[config.mk]
export PLATFORM = sky130hd
export DESIGN_NAME = song_select_ctrl
export DESIGN_NICKNAME = d
export VERILOG_FILES = /design/src/rtl/song_select_ctrl_pkg.sv /design/src/rtl/song_select_ctrl_btn_debounce.sv /design/src/rtl/song_select_ctrl.sv
export SDC_FILE = /design/constraint.sdc
export NUM_CORES = 1
export LEC_CHECK = 0
export ABC_CLOCK_PERIOD_IN_PS = 3900
export CORE_ASPECT_RATIO = 1.2
export CORE_MARGIN = 5
export CORE_UTILIZATION = 60
export CTS_CLUSTER_SIZE = 10
export DETAILED_ROUTE_END_ITERATION = 10
export GPL_ROUTABILITY_DRIVEN = 0
export PLACE_DENSITY = 0.75
export SLEW_MARGIN = 30
export SYNTH_ARGS = -nofsm -noshare
export SYNTH_HDL_FRONTEND = slang
export SYNTH_SLANG_ARGS = --single-unit
[constraint.sdc]
create_clock -name clk -period 3.9 [get_ports clk]
set_input_delay 0.39 -clock clk [delete_from_list [all_inputs] [get_ports clk]]
set_output_delay 0.39 -clock clk [all_outputs]
set_load 0.02 [all_outputs]
[src/rtl/song_select_ctrl_pkg.sv]
// song_select_ctrl_pkg: button indices, default sizes and step direction type for the song selector
package song_select_ctrl_pkg;
  localparam int BTN_PREV = 0;
  localparam int BTN_CONFIRM = 1;
  localparam int BTN_NEXT = 2;
  localparam int DEF_DEBOUNCE_CYC = 65536;
  localparam int DEF_NUM_SONGS = 4;
  typedef enum logic [1:0] {STEP_NONE, STEP_DN, STEP_UP} step_e;
endpackage

[src/rtl/song_select_ctrl_btn_debounce.sv]
// btn_debounce: 2-flop sync + hold counter (clk, rst, raw in; accepted level, one-cycle press out)
module btn_debounce
  import song_select_ctrl_pkg::*;
#(
  parameter int DEBOUNCE_CYC = DEF_DEBOUNCE_CYC
) (
  input  logic clk,
  input  logic rst,
  input  logic raw,
  output logic level,
  output logic press
);
  localparam int CW = $clog2(DEBOUNCE_CYC + 1);
  logic [1:0] sync;
  logic [CW-1:0] cnt;
  logic level_d;
  always_ff @(posedge clk or posedge rst)
    if (rst) begin
      sync <= '0;
      cnt <= '0;
      level <= 1'b0;
      level_d <= 1'b0;
      press <= 1'b0;
    end else begin
      sync <= {sync[0], raw};
      level_d <= level;
      press <= level & ~level_d;
      if (sync[1] == level) cnt <= '0;
      else if (cnt == CW'(DEBOUNCE_CYC - 1)) begin
        level <= ~level;
        cnt <= '0;
      end else cnt <= cnt + 1'b1;
    end
endmodule

[src/rtl/song_select_ctrl.sv]
// song_select_ctrl: debounced prev/confirm/next buttons -> song_num with wrap/saturate, auto-repeat, song_chg/play_req strobes, at_limit
module song_select_ctrl
  import song_select_ctrl_pkg::*;
#(
  parameter int NUM_SONGS = DEF_NUM_SONGS,
  parameter int SEL_W = $clog2(NUM_SONGS),
  parameter int INIT_SONG = 0,
  parameter int DEBOUNCE_CYC = DEF_DEBOUNCE_CYC,
  parameter int WRAP = 1,
  parameter int AUTO_REPEAT = 1,
  parameter int RPT_DELAY = 2**22,
  parameter int RPT_RATE = 2**20
) (
  input  logic             clk,
  input  logic             rst,
  input  logic [2:0]       button,
  output logic [SEL_W-1:0] song_num,
  output logic             song_chg,
  output logic             play_req,
  output logic             at_limit
);
  localparam int RMAX = RPT_DELAY > RPT_RATE ? RPT_DELAY : RPT_RATE;
  localparam int RW = $clog2(RMAX + 1);
  localparam logic [SEL_W-1:0] MAX = SEL_W'(NUM_SONGS - 1);
  localparam logic [SEL_W-1:0] INIT = SEL_W'(INIT_SONG);
  logic [2:0] level, press, tick, first, ev;
  logic [RW-1:0] rpt_cnt [3];
  step_e step;
  logic [SEL_W-1:0] nxt;
  for (genvar g = 0; g < 3; g++) begin : g_ch
    localparam bit REP = AUTO_REPEAT != 0 && g != BTN_CONFIRM;
    btn_debounce #(.DEBOUNCE_CYC(DEBOUNCE_CYC)) u_db (
      .clk(clk),
      .rst(rst),
      .raw(button[g]),
      .level(level[g]),
      .press(press[g])
    );
    assign tick[g] = REP && level[g] && rpt_cnt[g] == (first[g] ? RW'(RPT_DELAY) : RW'(RPT_RATE));
    always_ff @(posedge clk or posedge rst)
      if (rst) begin
        rpt_cnt[g] <= '0;
        first[g] <= 1'b0;
      end else if (!level[g]) rpt_cnt[g] <= '0;
      else if (press[g] && REP) begin
        rpt_cnt[g] <= RW'(1);
        first[g] <= 1'b1;
      end else if (tick[g]) begin
        rpt_cnt[g] <= RW'(1);
        first[g] <= 1'b0;
      end else if (rpt_cnt[g] != '0) rpt_cnt[g] <= rpt_cnt[g] + 1'b1;
  end
  assign ev = press | tick;
  always_comb begin
    step = ev[BTN_PREV] == ev[BTN_NEXT] ? STEP_NONE : ev[BTN_NEXT] ? STEP_UP : STEP_DN;
    nxt = step == STEP_UP ? (song_num == MAX ? (WRAP != 0 ? '0 : song_num) : song_num + 1'b1) :
          step == STEP_DN ? (song_num == '0 ? (WRAP != 0 ? MAX : song_num) : song_num - 1'b1) :
          song_num;
  end
  always_ff @(posedge clk or posedge rst)
    if (rst) begin
      song_num <= INIT;
      song_chg <= 1'b0;
      play_req <= 1'b0;
      at_limit <= WRAP == 0 && (INIT == '0 || INIT == MAX);
    end else begin
      song_num <= nxt;
      song_chg <= nxt != song_num;
      play_req <= ev[BTN_CONFIRM];
      at_limit <= WRAP == 0 && (nxt == '0 || nxt == MAX);
    end
endmodule

; Word level (Yosys, flattened, before mapping)
; Index checks and enable logic that the tools add are counted.
[word_totals]
reg_bits = 118
out_inout_bits = 5
[classes]
add_sub_neg = 7
eq_ne = 15
n_mux = 26
bitwise = 13
reduce_logical = 12
[op_table]
columns = operator, count
row1 = 2-to-1 mux 23 bit, 10
row2 = 2-to-1 mux 17 bit, 6
row3 = adder 17 x 1 -> 17 bit (second input constant), 3
row4 = == test 17 x 16 -> 1 bit (second input constant), 3
row5 = adder 23 x 1 -> 23 bit (second input constant), 2
row6 = == test 23 bit, 2
row7 = nonzero test 23 bit, 2
row8 = 2-to-1 mux 2 bit, 6
row9 = AND reduction 2 bit, 5
row10 = NOT 1 bit, 9
row11 = inequality test 4 bit (second input constant), 2
row12 = == test 1 bit, 4
row13 = == test 2 bit (second input constant), 2
row14 = 2-to-1 mux 1 bit, 4
row15 = nonzero test 2 bit, 2
row16 = bitwise AND 1 bit, 3
row17 = bitwise OR 3 bit, 1
row18 = adder 2 x 1 -> 2 bit (second input constant), 1
row19 = == test 2 x 1 -> 1 bit (second input constant), 1
row20 = logical AND 1 bit, 2
row21 = zero test 2 bit, 1
row22 = inequality test 2 bit, 1
row23 = subtractor 2 x 1 -> 2 bit (second input constant), 1

; Longest topological paths before layout
; Gate-level depths: netlist (run 1).
[depth]
ltp_word = 10
depth_mapped = 9
mapped_depth_nobuf = 8

; Modules after synthesis
; A second synthesis (run 1) with hierarchy kept.
[unflattened]
cells_unflattened = 585
hier_area_um2 = 5844.4
[by_module_without_submodules]
columns = module, n_inst, cells_per_inst, area_per_inst_um2, seq_area_each_um2
row1 = btn_debounce, 3, 94, 1001.0, 550.5
row2 = song_select_ctrl, 1, 303, 2841.5, 1301.2

; Worst setup path after synthesis (run 1)
; Ideal clock, no wire load.
[synth_path]
kind = register -> register
from = register rpt_cnt[0] (netlist name)
to = register rpt_cnt[1] (netlist name)
setup_time_ns = 0.072
arrival_time_ns = 1.878
required_ns = 3.828
setup_slack_ns = 1.950
path_stages_with_launch = 8
path_buffers = 0
period_less_slack_ns = 1.950
cell_sequence = dfrtp_1 inv_1 ha_1 nor4b_1 nand4_1 nor4_1 mux2_2 nor2_1
[synth_via]
elab_chain_len = 5
[synth_lines]
columns = element, line_no
row1 = from (decl), song_select_ctrl.sv:27  ; logic [RW-1:0] rpt_cnt [3];
row2 = "from (signal, indexed assignment)", song_select_ctrl.sv:42  ; rpt_cnt[g] <= '0;
row3 = "from (signal, indexed assignment)", song_select_ctrl.sv:44  ; end else if (!level[g]) rpt_cnt[g] <= '0;
row4 = "from (signal, indexed assignment)", song_select_ctrl.sv:46  ; rpt_cnt[g] <= RW'(1);
row5 = adder 23 x 1 -> 23 bit or == test 23 bit (tied branches), "song_select_ctrl.sv:51, song_select_ctrl.sv:39"
row6 = 2-to-1 mux 23 bit or logical AND 1 bit (tied branches), "song_select_ctrl.sv:51, song_select_ctrl.sv:39"
row7 = 2-to-1 mux 23 bit, song_select_ctrl.sv:48  ; end else if (tick[g]) begin
row8 = 2-to-1 mux 23 bit, song_select_ctrl.sv:45  ; else if (press[g] && REP) begin
row9 = 2-to-1 mux 23 bit, song_select_ctrl.sv:44
; Several ways; a longest one is shown, not always the timed one. The select of a mux whose other input is x is not followed.
; A chain may end at the register's enable or synchronous reset.

; Worst setup path after layout (run 1)
[layout_path]
from = register rpt_cnt[0] (netlist name)
to = register rpt_cnt[7] (netlist name)
; The elaborated chain is that of the path after synthesis.

==> metrics.txt, run 1 <==
skew final=0.005456 ns; leakage power=2.643 nW; Flop pwr share=0.459; most frequent cells in the layout=nor2_1, dfrtp_1, xor2_1, nand2_1; Via density=5.391; Clock Sinks=118; worst path arrival time=2.74 ns; DR WL/cell=13.26 µm; Slew Viols, Final=0; largest net degree at the start of global routing=63; CP max FO=21; number of antenna violations at the first check in global routing=0; Final Hold Fails=0; # setup viols final=0; Switching Share=0.2015; via count=3779; hold wc startpoint=button[0]; Worst-path clk slew=0.06 ns; Crit. Startpoint=rpt_cnt[0]; Die Area=0.01118 mm²; CTS buffer count=17; status=finished, final reports clean; Worst Tran Pin Value=0.8335 ns; startpoint types=register; first-pass GRT wire length=16690 µm; Post-Syn Nets=570; kind of critical path=reg2reg; number of global-route vias before repair=3746; Worst setup EP type=register; RSZ-0062 raised after global routing=no; starting density of the core=0.6114; Comb power frac=0.020; GRT Overall Usage=0.1843; H-tree depth=4; Clock Latency Late Sink=0.52 ns; worst r2r dst=rpt_cnt[7]; Routed WL=9296 µm; share of layout cells above drive strength 1=0.07401; hold buffers post-CTS=0; fin area=0.006218 mm²; Synth top area share=0.5375; gr ovfl total=0; Tot Pwr=2.712 mW; Critical R2R Launch=rpt_cnt[0]; Post-synth EDFFs=0; Cell Area, Synth=0.005494 mm²; number of iterations in the first detailed-routing pass=4; port bufs=8; Worst Setup EP=rpt_cnt[7]; fin nets=585; Core Rows=38; Antenna diodes=0; PwrDens=436.1 mW/mm²; CTS root buffer=clkbuf_8; # IOs=10; Max VDD drop=0.0003561 V; Core ar.=0.008986 mm²; dominant cell type by area after synthesis=dfrtp_1; post-route ant nets=0; Max Freq=420.8 MHz; post-synth cell types=47; CTS max path bufs=2; CTS tree=built; P_sw=0.5466 mW; initial drt markers=158; Int Pwr=2.166 mW; largest cells by area after synthesis=dfrtp_1, nor2_1, xor2_1, xnor2_1, nand3_1; Worst Hold Class=in2reg; Period minus WS final=2.376 ns; Async SR Flop Fraction=1.000; Ys Warns=0; reg2reg setup slack=1.52 ns; Post-DP Area=0.005675 mm²; setup TNS=0 ns; syn avg cell area=9.881 µm²; Period Utilization, post-route=0.6093; Clk pwr share=0.521; Post-Syn Instances=556; Chip Width=97.36 µm; Area Growth Syn to Fin=13.19%; Die Height=114.8 µm; Critical Path RT=4.27 ns; FF+latch count, synth=118; Max-cap violations=0; post-synthesis sequential area ratio=0.5375; slew margin rel.=0.4428; post-CTS resize count=0; most common cell after layout, fill and taps aside=nor2_1; post-CTS setup buffers=0; DPL Wire Length=5895 µm; Fill cells=665; prevailing post-synth register cell=dfrtp_1; drt drc=0; WHS Path Cells=1; R2R depth=7
power by group through the flow:
stage               Combinational [mW]  Sequential [mW]  Clock [mW]
global route                    0.0640             1.25        1.50
global placement                0.0543             1.27           0
floorplan                       0.0406             1.26           0
detailed placement              0.0562             1.27           0
CTS                             0.0564             1.25        1.44
finish                          0.0538             1.25        1.41
through the flow:
step | utilization | worst slack (ns) | instances | hold WS [ns]
after floorplan | - | 0.3809 | 556 | 0.3312
after global placement | 0.6316 | 1.641 | 672 | 0.3366
after detailed placement | 0.6316 | 1.549 | 672 | 0.3385
after CTS | 0.6916 | 1.497 | 701 | 0.2943
after global routing | 0.6920 | 1.331 | 701 | 0.2848
final | 0.6920 | 1.524 | 701 | 0.3123
state kept, by name, summed over array words and instances (netlist names):
name / count
first: 2
g_ch.u_db.press: 3
g_ch.u_db.sync: 6
g_ch.u_db.cnt: 51
play_req: 1
song_chg: 1
rpt_cnt: 46
g_ch.u_db.level_d: 3
song_num: 2
g_ch.u_db.level: 3
final cells by class:
| cell class | count | area, µm² | share of cell area |
|---|---|---|---|
| well taps | 120 | 150.1 | 0.02414 |
| inverters | 22 | 85.08 | 0.01368 |
| clock buffers | 25 | 494.2 | 0.07948 |
| repair buffers | 9 | 100.1 | 0.01610 |
| flip-flops and latches | 118 | 2953 | 0.4748 |
| clock inverters | 4 | 45.04 | 0.007243 |
| multi-input cells | 403 | 2391 | 0.3845 |
routing by layer:
| layer | GRT usage | wire length (µm) | vias to the layer above |
|---|---|---|---|
| met2 | 0.3135 | 4651 | 49 |
| met1 | 0.2234 | 4241 | 1840 |
| met5 | 0 | 0 | - |
| li1 | - | - | 1879 |
| met3 | 0.06068 | 299 | 11 |
| met4 | 0.06371 | 104 | 0 |
logic make-up after synthesis:
kind of cell	count (synthesis)	share of synthesized area
AND/OR/NAND/NOR	279	0.2403
flip-flops	118	0.5375
XOR/XNOR	81	0.1291
buffers and inverters	35	0.02801
AO/OA/AOI/OAI	28	0.03394
adder cells (fa/ha/maj)	9	0.02050
multiplexers	5	0.01002
other	1	0.0006826
worst min-delay path by stage:
stage / to / slack, ns
floorplan: g_ch[0].u_db.sync[1] / 0.33
global placement: g_ch[1].u_db.sync[1] / 0.34
detailed placement: g_ch[1].u_db.sync[1] / 0.34
CTS: g_ch[2].u_db.sync[0] / 0.29
global route: g_ch[1].u_db.sync[0] / 0.28
finish: g_ch[0].u_db.sync[0] / 0.31
worst max-delay path, stage by stage, from the launching register on:
cell and delay, ns:
dfrtp_1 0.43, inv_1 0.11, ha_1 0.15, nor4b_1 0.24, nand4_1 0.18, or3_1 0.42
nand3_1 0.59, nor2_1 0.12
Yosys cell counts, types with 5 or more instances:
| master | instances |
|---|---|
| nor2_1 | 121 |
| dfrtp_1 | 118 |
| xor2_1 | 46 |
| nand2_1 | 42 |
| nand3_1 | 35 |
| xnor2_1 | 35 |
| inv_1 | 22 |
| nand4_1 | 18 |
| and3_1 | 12 |
| ha_1 | 9 |
| nor3_1 | 9 |
| nor4_1 | 8 |
| a21oi_1 | 6 |
| buf_2 | 6 |
| or3_1 | 6 |
| o21ai_0 | 5 |
| or2_2 | 5 |
Power figures use the tool's default switching activity.
==> run 2, diff against run 1 <==
--- a/config.mk
+++ b/config.mk
@@ -5,14 +5,14 @@
 export SDC_FILE = /design/constraint.sdc
 export NUM_CORES = 1
 export LEC_CHECK = 0
-export ABC_CLOCK_PERIOD_IN_PS = 3900
+export ABC_CLOCK_PERIOD_IN_PS = 2100
 export CORE_ASPECT_RATIO = 1.2
 export CORE_MARGIN = 5
-export CORE_UTILIZATION = 60
+export CORE_UTILIZATION = 56
 export CTS_CLUSTER_SIZE = 10
 export DETAILED_ROUTE_END_ITERATION = 10
 export GPL_ROUTABILITY_DRIVEN = 0
-export PLACE_DENSITY = 0.75
+export PLACE_DENSITY = 0.74
 export SLEW_MARGIN = 30
 export SYNTH_ARGS = -nofsm -noshare
 export SYNTH_HDL_FRONTEND = slang
==> constraint.sdc (replaced) <==
create_clock -name clk -period 2.1 [get_ports clk]
set_input_delay 0.21 -clock clk [delete_from_list [all_inputs] [get_ports clk]]
set_output_delay 0.21 -clock clk [all_outputs]
set_load 0.02 [all_outputs]
==> run 2 against run 1 <==
Net effect:
- die area up 6.5%
- critical path depth up 1
- register-to-register slack got worse by 1.4 ns
==> metrics.txt, run 2 (synthesized netlist as in run 1, its figures left out) <==
largest net degree at the start of global routing=119 (+89%); GRT Overall Usage=0.1771 (-0.007140); Critical R2R Launch=rpt_cnt[0]; most frequent cells in the layout=nor2_1, dfrtp_1, xor2_1, nand2_1; leakage power=2.778 nW (+5.1%); Final Hold Fails=0 (unchanged); max FFs per register=51 (unchanged); worst path arrival time=2.31 ns (-0.43 ns); Die Area=0.01190 mm² (+6.5%); Max VDD drop=0.0007096 V (+99%); Critical Path RT=2.42 ns (-1.85 ns); Slew Viols, Final=0 (unchanged); hold buffers post-CTS=0 (unchanged); CTS max path bufs=2 (unchanged); reg2reg setup slack=0.11 ns (-1.42 ns); post-route ant nets=0 (unchanged); Regs by FF count=g_ch.u_db.cnt (51), rpt_cnt (46), g_ch.u_db.sync (6); Clock Sinks=118 (unchanged); final core occ=0.6778 (-0.01422); Comb power frac=0.019 (about the same); number of global-route vias before repair=3904 (+4.2%); gr ovfl total=0 (unchanged); met3 Usage GRT=0.04950 (-0.01118); Switching Share=0.1997 (-0.001892); Worst setup EP type=register; Core Rows=39 (+2.6%); Period minus WS final=1.993 ns (-0.3835 ns); R2R depth=8 (+1); PwrDens=813.6 mW/mm² (+87%); CTS tree=built; Worst Setup EP=rpt_cnt[1]; worst r2r dst=rpt_cnt[1]; busiest grt layer=met2; slew margin rel.=0.5535 (+0.1107); Routed WL=9842 µm (+5.9%); # IOs=10 (unchanged); CTS root buffer=clkbuf_16; Worst path depth=8 (+1); status=finished, final reports clean; P_sw=1.053 mW (+93%); # setup viols final=0 (unchanged); grt met1 use=0.2291 (+0.005661); Max-cap violations=0 (unchanged); H-tree depth=4 (unchanged); fin nets=603 (+3.1%); max incr delay on CP=0.37 ns (-0.22 ns); Area Growth Syn to Fin=17.99%; Top delay family on crit path=simple AND/OR/NAND/NOR gates; CP max FO=4 (-81%); Core ar.=0.009564 mm² (+6.4%); Worst path slowest cell=dfrtp_1; DR WL/cell=13.58 µm (+2.4%); Worst-path clk slew=0.05 ns (about the same); Antenna diodes=0 (unchanged); Max Freq=501.8 MHz (+19%); Clock Latency Late Sink=0.40 ns (-0.12 ns); DPL Wire Length=6101 µm (+3.5%); skew final=0.007371 ns (+0.001915 ns); Crit. Startpoint=rpt_cnt[0]; setup ws final=0.1073 ns (-1.417 ns); initial drt markers=153 (-3.2%); DP Worst Slack=0.02439 ns (-1.524 ns); via count=3849 (+1.9%); CTS buffer count=17 (unchanged); Via density=5.309 (-1.5%); CP bufs+invs=2 (+1); number of iterations in the first detailed-routing pass=4 (unchanged); Chip Width=100.4 µm (+3.1%); Die Height=118.5 µm (+3.2%); Worst Tran Pin Value=0.6698 ns (-0.1637 ns); startpoint types=register; most common cell after layout, fill and taps aside=nor2_1; share of layout cells above drive strength 1=0.1163 (+0.04227); Clk pwr share=0.542 (+0.021); drt drc=0 (unchanged); first-pass GRT wire length=17190 µm (+3.0%); starting density of the core=0.5744 (-0.03695); kind of critical path=reg2reg; port bufs=8 (unchanged); number of antenna violations at the first check in global routing=0 (unchanged); Top reg by flops=g_ch.u_db.cnt; Fill cells=722 (+8.6%); Worst Hold Class=in2reg; Flop pwr share=0.439 (-0.020); grt met2 use=0.2840 (-0.02954); Period Utilization, post-route=0.9489 (+0.3396); Cell Chain, Critical Path=inv_1, ha_1, nor4b_2, nand4_1, nor4_2, buf_4, mux2_2, nor2_1; Int Pwr=4.221 mW (+95%)
run 2: cell count changes in the layout (fill, tap and decap cells not counted), moves of 2 or more:
cell,delta
nor4b_1,-2
buf_4,+16
nor4_1,-3
nor4_2,+3
clkinvlp_4,+3
nor4b_2,+2
buf_12,+2
run 2: final cells by class:
type / instances / area (µm²) / share of cell area
clock buffer: 24 / 501.7 / 0.07740
clock inverter: 8 / 95.09 / 0.01467
inverter: 22 / 86.33 / 0.01332
multi-input combinational: 403 / 2432 / 0.3752
sequential: 118 / 2953 / 0.4555
tap: 123 / 153.9 / 0.02374
timing repair buffer: 27 / 260.3 / 0.04015
run 2: how the worst min path moves through the flow:
stage	slack (ns)	to	from	depth (start not counted)
6_report	0.25	g_ch[2].u_db.sync[0]	button[2]	1
5_1_grt	0.23	g_ch[2].u_db.sync[0]	button[2]	1
4_1_cts	0.23	g_ch[2].u_db.sync[0]	button[2]	1
3_5_place_dp	0.33	g_ch[0].u_db.sync[1]	g_ch[0].u_db.sync[0]	0
3_3_place_gp	0.33	g_ch[1].u_db.sync[1]	g_ch[1].u_db.sync[0]	0
2_1_floorplan	0.24	g_ch[0].u_db.sync[0]	button[0]	0
run 2: power by group through the flow:
stage	registers (mW)	clock network [mW]	logic, mW
6_report	2.31	2.86	0.102
5_1_grt	2.31	3.02	0.119
4_1_cts	2.31	2.91	0.107
3_5_place_dp	2.35	0	0.107
3_3_place_gp	2.35	0	0.103
2_1_floorplan	2.35	0	0.0759
run 2: metal layers:
layer | share of wire | up-vias
li1 | - | 1913
met3 | 0.026 | 13
met1 | 0.46 | 1865
met5 | 0 | -
met2 | 0.50 | 58
met4 | 0.018 | 0
run 2: metrics by stage:
step	instances	total power, mW	cell area (µm²)	hold slack, ns	setup TNS [ns]
floorplan	556	2.424	5498	0.2414	0
global placement	691	2.453	5826	0.3331	0
detailed placement	691	2.458	5826	0.3347	0
CTS	723	5.325	6427	0.2348	0
global route	725	5.456	6482	0.2282	-0.07507
finish	725	5.274	6482	0.2490	0
run 2: what timing repair did:
action                                  4_1_cts  5_1_grt
setup buffers                                 0        2
gates resized for setup                       1        6
pin swaps                                     0        3
endpoints found under the setup margin        1       26
==> run 3, diff against run 2 <==
--- a/config.mk
+++ b/config.mk
@@ -8,12 +8,13 @@
 export ABC_CLOCK_PERIOD_IN_PS = 2100
 export CORE_ASPECT_RATIO = 1.2
 export CORE_MARGIN = 5
-export CORE_UTILIZATION = 56
+export CORE_UTILIZATION = 57
 export CTS_CLUSTER_SIZE = 10
 export DETAILED_ROUTE_END_ITERATION = 10
+export DONT_BUFFER_PORTS = 1
 export GPL_ROUTABILITY_DRIVEN = 0
-export PLACE_DENSITY = 0.74
-export SLEW_MARGIN = 30
+export PLACE_DENSITY = 0.73
+export SLEW_MARGIN = 40
 export SYNTH_ARGS = -nofsm -noshare
 export SYNTH_HDL_FRONTEND = slang
 export SYNTH_SLANG_ARGS = --single-unit
==> run 3 against run 2 <==
Net effect:
- sequential cell count unchanged
- combinational power is 4% higher
- first-iteration DRC count up 44%
- critical path type unchanged
==> metrics.txt, run 3 (synthesized netlist as in run 1, its figures left out) <==
status=finished, final reports clean; Max-cap violations=0 (unchanged); first-pass GRT wire length=18220 µm (+5.9%); GRT Overall Usage=0.1915 (+0.01439); max FFs per register=51 (unchanged); Worst Hold Class=reg2reg; largest net degree at the start of global routing=47 (-61%); Fill cells=699 (-3.2%); Max Freq=499.2 MHz (-0.53%); Routed WL=10200 µm (+3.6%); WL met3=294 µm (+14%); port bufs=0 (-8); number of antenna violations at the first check in global routing=0 (unchanged); starting density of the core=0.5804 (+0.005922); Top reg by flops=g_ch.u_db.cnt; Worst Tran Pin Value=0.6908 ns (+0.02104 ns); DPL Wire Length=6413 µm (+5.1%); WHS Path Cells=0 (-1); gr ovfl total=0 (unchanged); WL met1=4510 µm (+0.49%); CTS max path bufs=2 (unchanged); initial drt markers=220 (+44%); DR WL/cell=14.09 µm (+3.8%); leakage power=2.787 nW (+0.33%); most frequent cells in the layout=nor2_1, dfrtp_1, xor2_1, nand2_1; Worst-path clk slew=0.06 ns (about the same); Die Area=0.01171 mm² (-1.6%); Clock Latency Late Sink=0.41 ns (about the same); Core ar.=0.009467 mm² (-1.0%); startpoint types=register; Critical Path RT=2.39 ns (-0.03 ns); Period Utilization, post-route=0.9540 (+0.005087); Tot Pwr=5.319 mW (+0.85%); share of layout cells above drive strength 1=0.1281 (+0.01184); Max VDD drop=0.0005159 V (-27%); WL met2=5221 µm (+6.1%); H-tree depth=4 (unchanged); skew final=0.007607 ns (+0.0002360 ns); drt drc=0 (unchanged); PwrDens=823.1 mW/mm² (+1.2%); worst path arrival time=2.29 ns (-0.02 ns); Slew Viols, Final=0 (unchanged); # setup viols final=0 (unchanged); post-route ant nets=0 (unchanged); CP max FO=12 (+8); Regs by FF count=g_ch.u_db.cnt (51), rpt_cnt (46), g_ch.u_db.sync (6); fin nets=602 (-0.17%); Core Rows=39 (unchanged); CTS tree=built; via count=3926 (+2.0%); Die Height=117.5 µm (-0.81%); CTS root buffer=clkbuf_16; Via density=5.423 (+2.1%); # IOs=10 (unchanged); number of iterations in the first detailed-routing pass=4 (unchanged); Worst setup EP type=register; final core occ=0.6827 (+0.004873); Top Metal Used=met4; R2R depth=6 (-2); Period minus WS final=2.003 ns (+0.01068 ns); kind of critical path=reg2reg; number of global-route vias before repair=4166 (+6.7%); Antenna diodes=0 (unchanged); Clock Sinks=118 (unchanged); Final Hold Fails=0 (unchanged); Area Growth Syn to Fin=17.63%; most common cell after layout, fill and taps aside=nor2_1; CTS buffer count=17 (unchanged); slew margin rel.=0.5385 (-0.01500); Chip Width=99.62 µm (-0.80%)
==> run 3: cell count changes in the layout (fill, tap and decap cells not counted), moves of 2 or more <==
cell	previous run	this run
buf_4	16	19
clkbuf_1	2	0
clkbuf_8	5	1
clkdlybuf4s50_1	8	0
clkinv_2	4	6
clkinvlp_4	3	5
dlygate4sd3_1	0	4
nor4b_2	2	0
==> run 3: per-stage QoR <==
step / setup WS [ns] / hold slack (ns) / TNS (ns) / area, µm² / std cells
floorplan: 0.1505 / 0.2414 / 0 / 5498 / 556
global placement: 0.1683 / 0.2165 / 0 / 5783 / 688
detailed placement: 0.04536 / 0.2209 / 0 / 5783 / 688
CTS: 0.003853 / 0.3386 / 0 / 6421 / 724
global route: -0.06864 / 0.3571 / -0.1651 / 6462 / 724
finish: 0.09661 / 0.3424 / 0 / 6462 / 724
==> run 3: cell type report <==
type / instances / area [µm²] / area share
clock buffers: 18 / 439.2 / 0.06796
inverters: 22 / 86.33 / 0.01336
well taps: 123 / 153.9 / 0.02381
multi-input cells: 403 / 2429 / 0.3758
repair buffers: 26 / 242.7 / 0.03756
clock inverters: 14 / 158.9 / 0.02459
flip-flops and latches: 118 / 2953 / 0.4569
==> run 3: final timing paths <==
check	slack, ns	startpoint	endpoint
max	0.1	rpt_cnt[19]	rpt_cnt[10]
min	0.34	g_ch[1].u_db.press	play_req
max reg2reg	0.1	rpt_cnt[19]	rpt_cnt[10]
min reg2reg	0.34	g_ch[1].u_db.press	play_req
max in group asynchronous	1.07	rst	g_ch[2].u_db.cnt[7]
min in group asynchronous	0.39	rst	song_num[1]
==> run 3: critical path, stage by stage (launching register included) <==
cell	delay, ns
dfrtp_1	0.44
nor4b_1	0.37
nand4_1	0.25
or3_1	0.44
nand3_1	0.12
buf_4	0.19
nor2_1	0.07
==> run 3: timing repair <==
action / CTS / global route
hold buffers: 4 / 0
pin swaps: 2 / 4
hold endpoints to repair: 30 / 0
endpoints found under the setup margin: 1 / 17
gates resized for setup: 0 / 10
setup buffers: 0 / 0
==> run 3: power breakdown <==
part / switching, mW / internal, mW / leakage [nW] / total (mW)
logic: 0.0753 / 0.0308 / 0.872 / 0.106
registers: 0.0166 / 2.30 / 1.63 / 2.31
clock network: 1.02 / 1.88 / 0.287 / 2.90
total: 1.11 / 4.21 / 2.79 / 5.32
==> run 3: routing by layer <==
| metal | up-vias | global-route usage |
|---|---|---|
| met5 | - | 0 |
| met4 | 0 | 0.09052 |
| met3 | 17 | 0.04979 |
| met2 | 65 | 0.3109 |
| met1 | 1931 | 0.2369 |
| li1 | 1913 | - |
